--- config.mk ---
export PLATFORM = sky130hd
export DESIGN_NAME = tic_tac_toe_board_flat
export DESIGN_NICKNAME = d
export VERILOG_FILES = /design/src/rtl/tic_tac_toe_board_if.sv /design/src/rtl/tic_tac_toe_board.sv /design/src/flat_wrapper.sv
export SDC_FILE = /design/constraint.sdc
export NUM_CORES = 1
export LEC_CHECK = 0
export CORE_UTILIZATION = 46
export DETAILED_ROUTE_END_ITERATION = 10
export GPL_ROUTABILITY_DRIVEN = 0
export GPL_TIMING_DRIVEN = 0
export MAX_ROUTING_LAYER = met4
export PLACE_DENSITY = 0.77
export SETUP_SLACK_MARGIN = 0.5
export SLEW_MARGIN = 20
export SYNTH_ARGS = -nofsm -noshare
export SYNTH_HDL_FRONTEND = slang
export SYNTH_SLANG_ARGS = --single-unit
--- constraint.sdc ---
create_clock -name clk -period 5.4 [get_ports clk]
set_input_delay 0.81 -clock clk [delete_from_list [all_inputs] [get_ports clk]]
set_output_delay 0.81 -clock clk [all_outputs]
set_load 0.01 [all_outputs]
--- src/rtl/tic_tac_toe_board_if.sv ---
// tic_tac_toe_board_if: move request inputs (new_game, play, playX_en, play0_en, pos) and board status outputs (board_x, board_o, win, nospc, move_cnt, illegal)
interface tic_tac_toe_board_if;
  logic       new_game;
  logic       play;
  logic       playX_en;
  logic       play0_en;
  logic [3:0] pos;
  logic [8:0] board_x;
  logic [8:0] board_o;
  logic [1:0] win;
  logic       nospc;
  logic [3:0] move_cnt;
  logic       illegal;
  modport master (
    output new_game, play, playX_en, play0_en, pos,
    input  board_x, board_o, win, nospc, move_cnt, illegal
  );
  modport slave (
    input  new_game, play, playX_en, play0_en, pos,
    output board_x, board_o, win, nospc, move_cnt, illegal
  );
endinterface

--- src/rtl/tic_tac_toe_board.sv ---
// tic_tac_toe_board: 3x3 board register with move validation, win/draw detection and illegal-move pulse; ports clk, rst, bus (slave)
module tic_tac_toe_board (
  input logic               clk,
  input logic               rst,
  tic_tac_toe_board_if.slave bus
);
  logic [8:0] sel, occ, nx_x, nx_o;
  logic [3:0] nx_cnt;
  logic [1:0] nx_win;
  logic       attempt, both, accept;
  function automatic logic line_full(input logic [8:0] b);
    return (&b[2:0]) | (&b[5:3]) | (&b[8:6]) |
           (b[0] & b[3] & b[6]) | (b[1] & b[4] & b[7]) | (b[2] & b[5] & b[8]) |
           (b[0] & b[4] & b[8]) | (b[2] & b[4] & b[6]);
  endfunction
  always_comb begin
    sel     = 9'b1 << bus.pos;
    occ     = bus.board_x | bus.board_o;
    attempt = bus.play & (bus.playX_en ^ bus.play0_en);
    both    = bus.play & bus.playX_en & bus.play0_en;
    accept  = attempt & (|sel) & ~(|(sel & occ)) & (bus.win == 2'b00);
    nx_x    = bus.board_x | ((accept & bus.playX_en) ? sel : 9'b0);
    nx_o    = bus.board_o | ((accept & bus.play0_en) ? sel : 9'b0);
    nx_cnt  = bus.move_cnt + {3'b0, accept};
    nx_win  = line_full(nx_x) ? 2'b01 : line_full(nx_o) ? 2'b10 : 2'b00;
  end
  always_ff @(posedge clk) begin
    if (rst || bus.new_game) begin
      bus.board_x  <= '0;
      bus.board_o  <= '0;
      bus.move_cnt <= '0;
      bus.win      <= 2'b00;
      bus.nospc    <= 1'b0;
      bus.illegal  <= 1'b0;
    end else begin
      bus.board_x  <= nx_x;
      bus.board_o  <= nx_o;
      bus.move_cnt <= nx_cnt;
      bus.win      <= nx_win;
      bus.nospc    <= nx_cnt == 4'd9;
      bus.illegal  <= both | (attempt & ~accept);
    end
  end
endmodule

--- src/flat_wrapper.sv ---
// flat-port wrapper written by rule: the top's interface ports become plain ports
module tic_tac_toe_board_flat 
  (clk, rst, bus_new_game, bus_play, bus_playX_en, bus_play0_en, bus_pos, bus_board_x, bus_board_o, bus_win, bus_nospc, bus_move_cnt, bus_illegal);
  tic_tac_toe_board_if bus_i ();
  input logic clk;
  input logic rst;
  input wire logic [$bits(bus_i.new_game)-1:0] bus_new_game;
  input wire logic [$bits(bus_i.play)-1:0] bus_play;
  input wire logic [$bits(bus_i.playX_en)-1:0] bus_playX_en;
  input wire logic [$bits(bus_i.play0_en)-1:0] bus_play0_en;
  input wire logic [$bits(bus_i.pos)-1:0] bus_pos;
  output wire logic [$bits(bus_i.board_x)-1:0] bus_board_x;
  output wire logic [$bits(bus_i.board_o)-1:0] bus_board_o;
  output wire logic [$bits(bus_i.win)-1:0] bus_win;
  output wire logic [$bits(bus_i.nospc)-1:0] bus_nospc;
  output wire logic [$bits(bus_i.move_cnt)-1:0] bus_move_cnt;
  output wire logic [$bits(bus_i.illegal)-1:0] bus_illegal;
  assign bus_i.new_game = bus_new_game;
  assign bus_i.play = bus_play;
  assign bus_i.playX_en = bus_playX_en;
  assign bus_i.play0_en = bus_play0_en;
  assign bus_i.pos = bus_pos;
  assign bus_board_x = bus_i.board_x;
  assign bus_board_o = bus_i.board_o;
  assign bus_win = bus_i.win;
  assign bus_nospc = bus_i.nospc;
  assign bus_move_cnt = bus_i.move_cnt;
  assign bus_illegal = bus_i.illegal;
  tic_tac_toe_board u_core (.clk(clk), .rst(rst), .bus(bus_i));
endmodule
### Word-level counts from Yosys, hierarchy flattened

Cells that the tools add are included.

* register bits: 26
* output and inout port bits: 26
* word-level logic and storage cells: 76

* bitwise operators: 51
* shifts and indexed selects: 1
* muxes and demuxes: 4
* reduce and logical (&&, ||, !) cells: 11
* equality and inequality tests: 1
* add/subtract/negate cells: 1

Operators by type and width (count)
* $and A1 B1 Y1: 29
* $or A9 B9 Y9: 3
* $mux W9: 2
* $reduce_and A3 Y1: 6
* $reduce_or A9 Y1: 2
* $or A1 B1 Y1: 15
* $and A9 B9 Y9: 1
* $shl A1 B4 Y9 const A: 1
* $add A4 B1 Y4: 1
* $eq A4 B4 Y1 const B: 1
* $logic_not A2 Y1: 1
* $mux W2: 1
* $not A1 Y1: 2
* $reduce_or A2 Y1: 1
* $logic_or A1 B1 Y1: 1
* $mux W1: 1
* $xor A1 B1 Y1: 1

### Depth between registers and ports, before layout

Gate-level depths: netlist of the first run.

* depth in word-level cells: 19
* mapped depth: 11
* depth with buffers taken out: 9

### Worst setup path before layout of the first run

Ideal clock, no wire load.

* path kind: input -> register
* start point: in bus_pos[1]
* end point: reg u_core.bus.nospc
* buffers on the path: 2
* slack: 2.579 ns
* stages: 10
* data arrival time: 2.705 ns
* required time: 5.284 ns
* path through: buf_4 -> nor4_1 -> o21ai_1 -> and4_1 -> buf_6 -> and2_1 -> ha_1 -> ha_1 -> xnor2_1 -> and4_1

* cells in the longest elaborated chain, start to end: 8
* elaborated cells between the ends (all ways): 10
* those cells by class: add/sub (1); eq/ne (1); shift (1); bitwise (5); reduce/logical (2)

Ends and longest elaborated chain
* from (decl): RTL line flat_wrapper.sv:11 `input wire logic [$bits(bus_i.pos)-1:0] bus_pos;`
* $shl A1 B4 Y9 (*): RTL line tic_tac_toe_board.sv:17 `sel = 9'b1 << bus.pos;`
* $and A9 B9 Y9: RTL line tic_tac_toe_board.sv:21 `accept = attempt & (|sel) & ~(|(sel & occ)) & (bus.win == 2'b00);`
* $reduce_or A9 Y1: RTL line tic_tac_toe_board.sv:21
* $not A1 Y1: RTL line tic_tac_toe_board.sv:21
* $and A1 B1 Y1 (*) (2 in series): RTL line tic_tac_toe_board.sv:21
* $add A4 B1 Y4 (*): RTL line tic_tac_toe_board.sv:24 `nx_cnt = bus.move_cnt + {3'b0, accept};`
* $eq A4 B4 Y1 (*): RTL line tic_tac_toe_board.sv:40 `bus.nospc <= nx_cnt == 4'd9;`
* to (signal assigned): RTL line tic_tac_toe_board.sv:33 `bus.nospc <= 1'b0;`
* to (signal assigned): RTL line tic_tac_toe_board.sv:40
* to (decl): RTL line tic_tac_toe_board_if.sv:20 `output board_x, board_o, win, nospc, move_cnt, illegal`

Mark *: on every way between the ends. The rest lies on a longest branch, timed or not.
A chain may end at the register's enable or synchronous reset.

### Worst setup path in the final report of the first run

* start point: in bus_pos[2]
* end point: reg u_core.bus.nospc

The elaborated chain is that of the path after synthesis.

==> reports/summary.txt, run 1 <==
Gate count after technology mapping -> 131
Initial DRC Count -> 52
Number of H-tree levels -> 1
CTS-repair resized insts -> 0
Sw Ratio -> 0.241
Synth area leader -> dfxtp_1
Primary FF master, synth -> dfxtp_1
Hold Slack -> 554 ps
Max-slew violations -> 0
Final #Nets -> 183
Cell chain of the critical path -> clkdlybuf4s50_1 > buf_2 > nor4b_1 > o21ai_0 > and4_1 > buf_6 > and2_1 > ha_1 > ha_1 > xnor2_1 > and4_1
Reg2reg setup slack -> 3000 ps
Clock transition at the registers of the reported paths -> 140 ps
Net count after synthesis -> 143
First-pass GRT wire length -> 5300 um
Layout cells sized above 1 -> 0.159
Worst slew pin tran -> 613 ps
Crit-path slowest cell -> clkdlybuf4s50_1
Cell Rows -> 18
Congestion Overflow GR -> 0
Gate power share -> 0.119
Placed cell area -> 1680 um2
Synth unique cells -> 41
Drt wl/cell -> 17.8 um
Internal power -> 0.252 mW
Final hold vios -> 0
Post-DRT Antenna Nets -> 0
Routed vias/inst -> 6.06
Final core utilization -> 0.667
Number of remaining DRC errors -> 0
Worst EP required -> 5670 ps
Clock Path Buffers -> 2
Die span in x -> 54.9 um
Top Family by Delay on Critical Path -> simple AND/OR/NAND/NOR gates
Vias -> 1211
Setup bufs post-CTS -> 0
Critical Path Start Type -> input pin
Final worst path period share -> 0.612
Cts hold-fix bufs -> 0
Seq cells post-synth -> 26
Total CTS buffers -> 3
Clock power share -> 0.299
Syn_area_per_cell -> 9.84 um2
RSZ-0062 raised after global routing -> no
Die footprint -> 3020 um2
Worst path bufs/invs -> 3
TritonCTS Sinks -> 26
Post-Synthesis Cell Area -> 1290 um2
Drt pass-1 iters -> 4
Clock latency on the worst-skew pair -> 320 ps
Max FO, Critical Path -> 10
Kind of critical path -> in2reg
Largest net degree at the start of global routing -> 15
Flop pwr share -> 0.582
Share of the synthesized area in the top cell type -> 0.404
Root Buffer -> clkbuf_4
Top cells by area, synth -> dfxtp_1 40%, nor2_1 6.7%, a41oi_2 5.0%
CTS tree -> done
Setup TNS -> 0 ps
Slew headroom -> 0.587
Port bufs -> 35
Worst min path class -> reg2reg
CP max stage delay -> 480 ps
Fraction of registers with async set/reset -> 0
EDFF count, synth -> 0
Yosys Warn Count -> 0
Layout filler cell count -> 225
Total track usage -> 0.258
Setup-failing EPs final -> 0
DP HPWL -> 2680 um
Chip height -> 54.9 um
Seq/Total Area, Yosys -> 0.404
Io pins -> 36
Max cap viols -> 0
Worst Skew -> 3.43 ps
Total Wirelength -> 3550 um
Post-route cell area -> 1710 um2
Post-layout min period -> 3300 ps
Placeable Area -> 2570 um2
Initial core utilization -> 0.502
Initial antenna violation count -> 0
Diode count -> 0
Most frequent cells after synthesis -> 26 x dfxtp_1, 23 x nor2_1, 9 x a31oi_1, 7 x o22ai_1, 5 x o21ai_0
Peak Freq -> 303 MHz
Lkg Pwr -> 0.567 nW
Worst Setup End Kind -> flip-flop
P&R area growth vs syn -> 32.9%
Vias in the first global route -> 1148
Status -> finished clean
CP arrival -> 3580 ps
Psw -> 0.0799 mW
Count leader, synth -> dfxtp_1
PD cells -> 194 nW/um2
Maximum vdd drop -> 0.000146 V
-- area by class of cell --
cell class              count  area, um2  area share
well taps                  30       37.5      0.0219
repair buffers             35        350       0.205
multi-input cells          91        666       0.389
inverters                   2       7.51     0.00438
flip-flops and latches     26        520       0.304
plain buffers              12       95.1      0.0555
clock buffers               4       36.3      0.0212
-- state kept, by name, indices dropped and copies added, names as in the netlist --
name	count
u_core.bus.win	2
u_core.bus.board_x	9
u_core.bus.nospc	1
u_core.bus.move_cnt	4
u_core.bus.illegal	1
u_core.bus.board_o	9
-- worst reg2reg max path, cell delays in order, from the launching register on --
cell	delay [ps]
dfxtp_1	360
or4_1	390
o21ai_1	160
and4b_1	230
buf_6	160
and2_1	220
ha_1	210
nand3_1	110
xor2_1	150
nor2_1	140
and4_1	220
-- metal layers --
layer	part of all wire	up-vias	global-route usage
met5	0	-	-
met4	0.0087	0	0.0792
met3	0.057	5	0.0437
met2	0.51	46	0.440
met1	0.43	584	0.309
li1	-	576	-
-- placed cells by master (no fill, tap or decap), drive strengths merged --
cell and instances:
o21a 1, nor4 1, o21ai 8, ha 2, inv 2, clkbuf 8
nand3 1, and4bb 2, xor2 2, and4 2, o21ba 1, buf 8
nand2 1, and4b 2, o2111ai 1, nand4bb 1, a22oi 2, nor2b 1
o22ai 7, a31o 1, xnor2 1, a31oi 10, o22a 2, and2 1
dfxtp 26, nor4b 4, nor2 23, nor3 2, clkdlybuf4s50 35, a41oi 7
or2 3, or4 1, a211oi 1
-- logic make-up (layout without fill, tap and decap cells) --
kind of cell / count (synthesis) / in the layout / share of synthesized area
AO/OA/AOI/OAI: 41 / 41 / 0.266
XOR/XNOR: 3 / 3 / 0.0204
adder cells (fa/ha/maj): 2 / 2 / 0.0194
buffers and inverters: 14 / 53 / 0.0796
flip-flops: 26 / 26 / 0.404
AND/OR/NAND/NOR: 45 / 45 / 0.211
-- metrics by stage --
| step | power (mW) | cells | setup WS [ps] |
|---|---|---|---|
| 2_1_floorplan | 0.221 | 131 | 2580 |
| 3_3_place_gp | 0.235 | 196 | 1890 |
| 3_5_place_dp | 0.236 | 196 | 1780 |
| 4_1_cts | 0.333 | 200 | 2110 |
| 5_1_grt | 0.342 | 200 | 1980 |
| 6_report | 0.332 | 200 | 2100 |
-- power by group through the flow --
stage	Combinational (mW)	Clock (mW)	Sequential, mW
finish	0.0396	0.0992	0.193
global route	0.0427	0.106	0.193
CTS	0.0393	0.101	0.193
detailed placement	0.0391	0	0.197
global placement	0.0379	0	0.197
floorplan	0.0233	0	0.198
-- final timing paths --
path	cells after the start	from	end
setup / recovery	11	bus_pos[2]	u_core.bus.nospc$_SDFF_PP0_
hold / removal	2	u_core.bus.board_x[5]$_SDFF_PP0_	u_core.bus.board_x[5]$_SDFF_PP0_
setup reg to reg	10	u_core.bus.board_o[8]$_SDFF_PP0_	u_core.bus.nospc$_SDFF_PP0_
hold reg to reg	2	u_core.bus.board_x[5]$_SDFF_PP0_	u_core.bus.board_x[5]$_SDFF_PP0_
Power figures use the tool's default switching activity.
==> run 2: changes to the inputs <==
- CORE_UTILIZATION: 46 -> 42
- PLACE_DENSITY: 0.77 -> 0.74
- clock period: 5.4 -> 2.7 ns (I/O delays scaled with it)
==> run 2 against run 1 <==
Effect of this change: the flow now finishes with violations (design-rule violations); setup slack worse by 1600 ps; clock power grew to 2.8 times the previous value; cell area is 28% higher; power is 140% higher; sequential power is 100% higher; count of clock-buffer cells in the layout is 1 lower; utilization is 11 points higher; sequential share of layout area is 6.4 points lower; register-to-register slack worse by 2500 ps; non-clock buffer count is 23 higher; largest cell class unchanged.
==> reports/summary.txt, run 2 (synthesized netlist as in run 1, its figures left out) <==
Post-layout min period -> 2230 ps
Final worst setup slack -> 467 ps
Clock Path Buffers -> 2
Initial antenna violation count -> 0
Lkg Pwr -> 0.766 nW
TritonCTS Sinks -> 26
Reg2reg setup slack -> 500 ps
First-pass GRT wire length -> 6630 um
Layout cells sized above 1 -> 0.394
Total Wirelength -> 4320 um
Io pins -> 36
Max FO, Critical Path -> 5
Number of H-tree levels -> 1
Worst EP required -> 2960 ps
Drt wl/cell -> 19.3 um
Final #Nets -> 206
Worst path bufs/invs -> 4
Cts hold-fix bufs -> 0
Final Non-Filler Cells -> 224
Worst Skew -> 3.84 ps
Chip height -> 57.4 um
Dpl ws -> -288 ps
Critical Path Start Type -> input pin
Largest net degree at the start of global routing -> 16
Violations in the final reports -> design-rule violations
Crit-path slowest cell -> and4b_2
Top Family by Delay on Critical Path -> compound AO/OA/AOI/OAI gates
Port bufs -> 35
Placeable Area -> 2830 um2
RSZ-0062 raised after global routing -> yes
Overall power -> 0.792 mW
Status -> finished with violations
PD cells -> 362 nW/um2
Die span in x -> 57.4 um
Cell chain of the critical path -> dlygate4sd2_1 > buf_6 > and4b_2 > o21ai_0 > and4b_1 > buf_6 > buf_4 > a41oi_4 > o22ai_1 > o21a_1 > o21ba_1
CP Launch Point -> bus_pos[3]
Critical R2R Launch -> u_core.bus.board_o[8]$_SDFF_PP0_
Final core utilization -> 0.773
Setup TNS -> 0 ps
Worst r2r path cells -> 10
Peak Freq -> 448 MHz
Root Buffer -> clkbuf_4
Die footprint -> 3290 um2
Maximum vdd drop -> 0.000335 V
Routed vias/inst -> 6.14
Final hold vios -> 0
FF-to-FF End -> u_core.bus.nospc$_SDFF_PP0_
Most common cell after layout, fill and taps aside -> clkdlybuf4s50_1
Biggest regs -> u_core.bus.board_o (9), u_core.bus.board_x (9), u_core.bus.move_cnt (4)
Hold Slack -> 571 ps
Initial DRC Count -> 88
Crit path top cell by count -> buf_6
Max cap viols -> 0
Total track usage -> 0.275
Vias in the first global route -> 1387
Critical Path Stages -> 11
CP Capture Point -> u_core.bus.win[0]$_SDFF_PP0_
Clock latency on the worst-skew pair -> 340 ps
Worst Setup End Kind -> flip-flop
Post-DRT Antenna Nets -> 0
Setup-failing EPs final -> 0
Number of remaining DRC errors -> 2
CP arrival -> 2490 ps
Initial core utilization -> 0.456
Congestion Overflow GR -> 0
Max-slew violations -> 0
Diode count -> 0
Cell Rows -> 19
Kind of critical path -> in2reg
Placed cell area -> 1790 um2
Commonest cells after routing, fill and taps aside -> 29 x clkdlybuf4s50_1, 25 x dfxtp_1, 23 x nor2_1
Worst slew pin tran -> 534 ps
DP HPWL -> 2610 um
Vias -> 1375
Post-route cell area -> 2190 um2
Worst min path class -> reg2reg
Clock transition at the registers of the reported paths -> 140 ps
CP max stage delay -> 320 ps
Final worst path period share -> 0.827
Total CTS buffers -> 3
CTS tree -> done
# placed instances -> 197
P&R area growth vs syn -> 69.7%
Drt pass-1 iters -> 7
Slew headroom -> 0.644
## run 2: changes by cell type in the layout (fill, tap and decap cells not counted), moves of 3 or more
cell             delta
clkdlybuf4s50_1     -6
a31oi_2             +3
buf_6               +4
o22ai_2             +3
nor4b_4             +3
buf_4              +17
a31oi_4             +5
a31oi_1             -8
o22ai_1             -3
## run 2: final cells by class
class                           count  area (um2)
Inverter                            2        7.51
Sequential cell                    26         524
Timing Repair Buffer               58         542
Clock buffer                        3        22.5
Clock inverter                      1        30.0
Multi-Input combinational cell     91         907
Tap cell                           31        38.8
Fill cell                         181         642
Buffer                             12         115
## run 2: how the worst min path moves through the flow
stage                                           startpoint                          endpoint  slack (ps)  cells past startpoint
final                     u_core.bus.board_x[3]$_SDFF_PP0_  u_core.bus.board_x[3]$_SDFF_PP0_         570                      2
after CTS                 u_core.bus.board_x[3]$_SDFF_PP0_  u_core.bus.board_x[3]$_SDFF_PP0_         560                      2
after global routing      u_core.bus.board_x[2]$_SDFF_PP0_  u_core.bus.board_x[2]$_SDFF_PP0_         590                      2
after floorplan                                   bus_play     u_core.bus.illegal$_SDFF_PP0_         550                      2
after global placement    u_core.bus.board_x[1]$_SDFF_PP0_  u_core.bus.board_x[1]$_SDFF_PP0_         510                      2
after detailed placement  u_core.bus.board_x[3]$_SDFF_PP0_  u_core.bus.board_x[3]$_SDFF_PP0_         530                      2
## run 2: repair_timing
action / 4_1_cts / 5_1_grt
hold endpoints to repair: 0 / 0
pin swaps: 11 / 12
setup endpoints to repair: 15 / 4
gates cloned: 3 / 0
resized for setup: 25 / 19
setup buffers: 15 / 5
## run 2: where the power goes
part	leakage, nW	switching (mW)	total, mW	internal (mW)
Clock	0.0279	0.127	0.277	0.151
Sequential	0.210	0.00118	0.386	0.384
Combinational	0.528	0.0668	0.129	0.0626
## run 2: tightest hold or removal path: cells and delay by family, from the launching register on
family | cells | cell delay, ps
flip-flops | 1 | 380
AND/OR/NAND/NOR | 1 | 80
AO/OA/AOI/OAI | 1 | 80
## run 2: layer usage
metal  vias to the layer above  part of all wire  global-route usage
met3                        15             0.062              0.0454
met1                       653              0.42               0.331
li1                        626                 -                   -
met2                        81              0.48               0.439
met5                         -                 0                   -
met4                         0             0.035               0.146
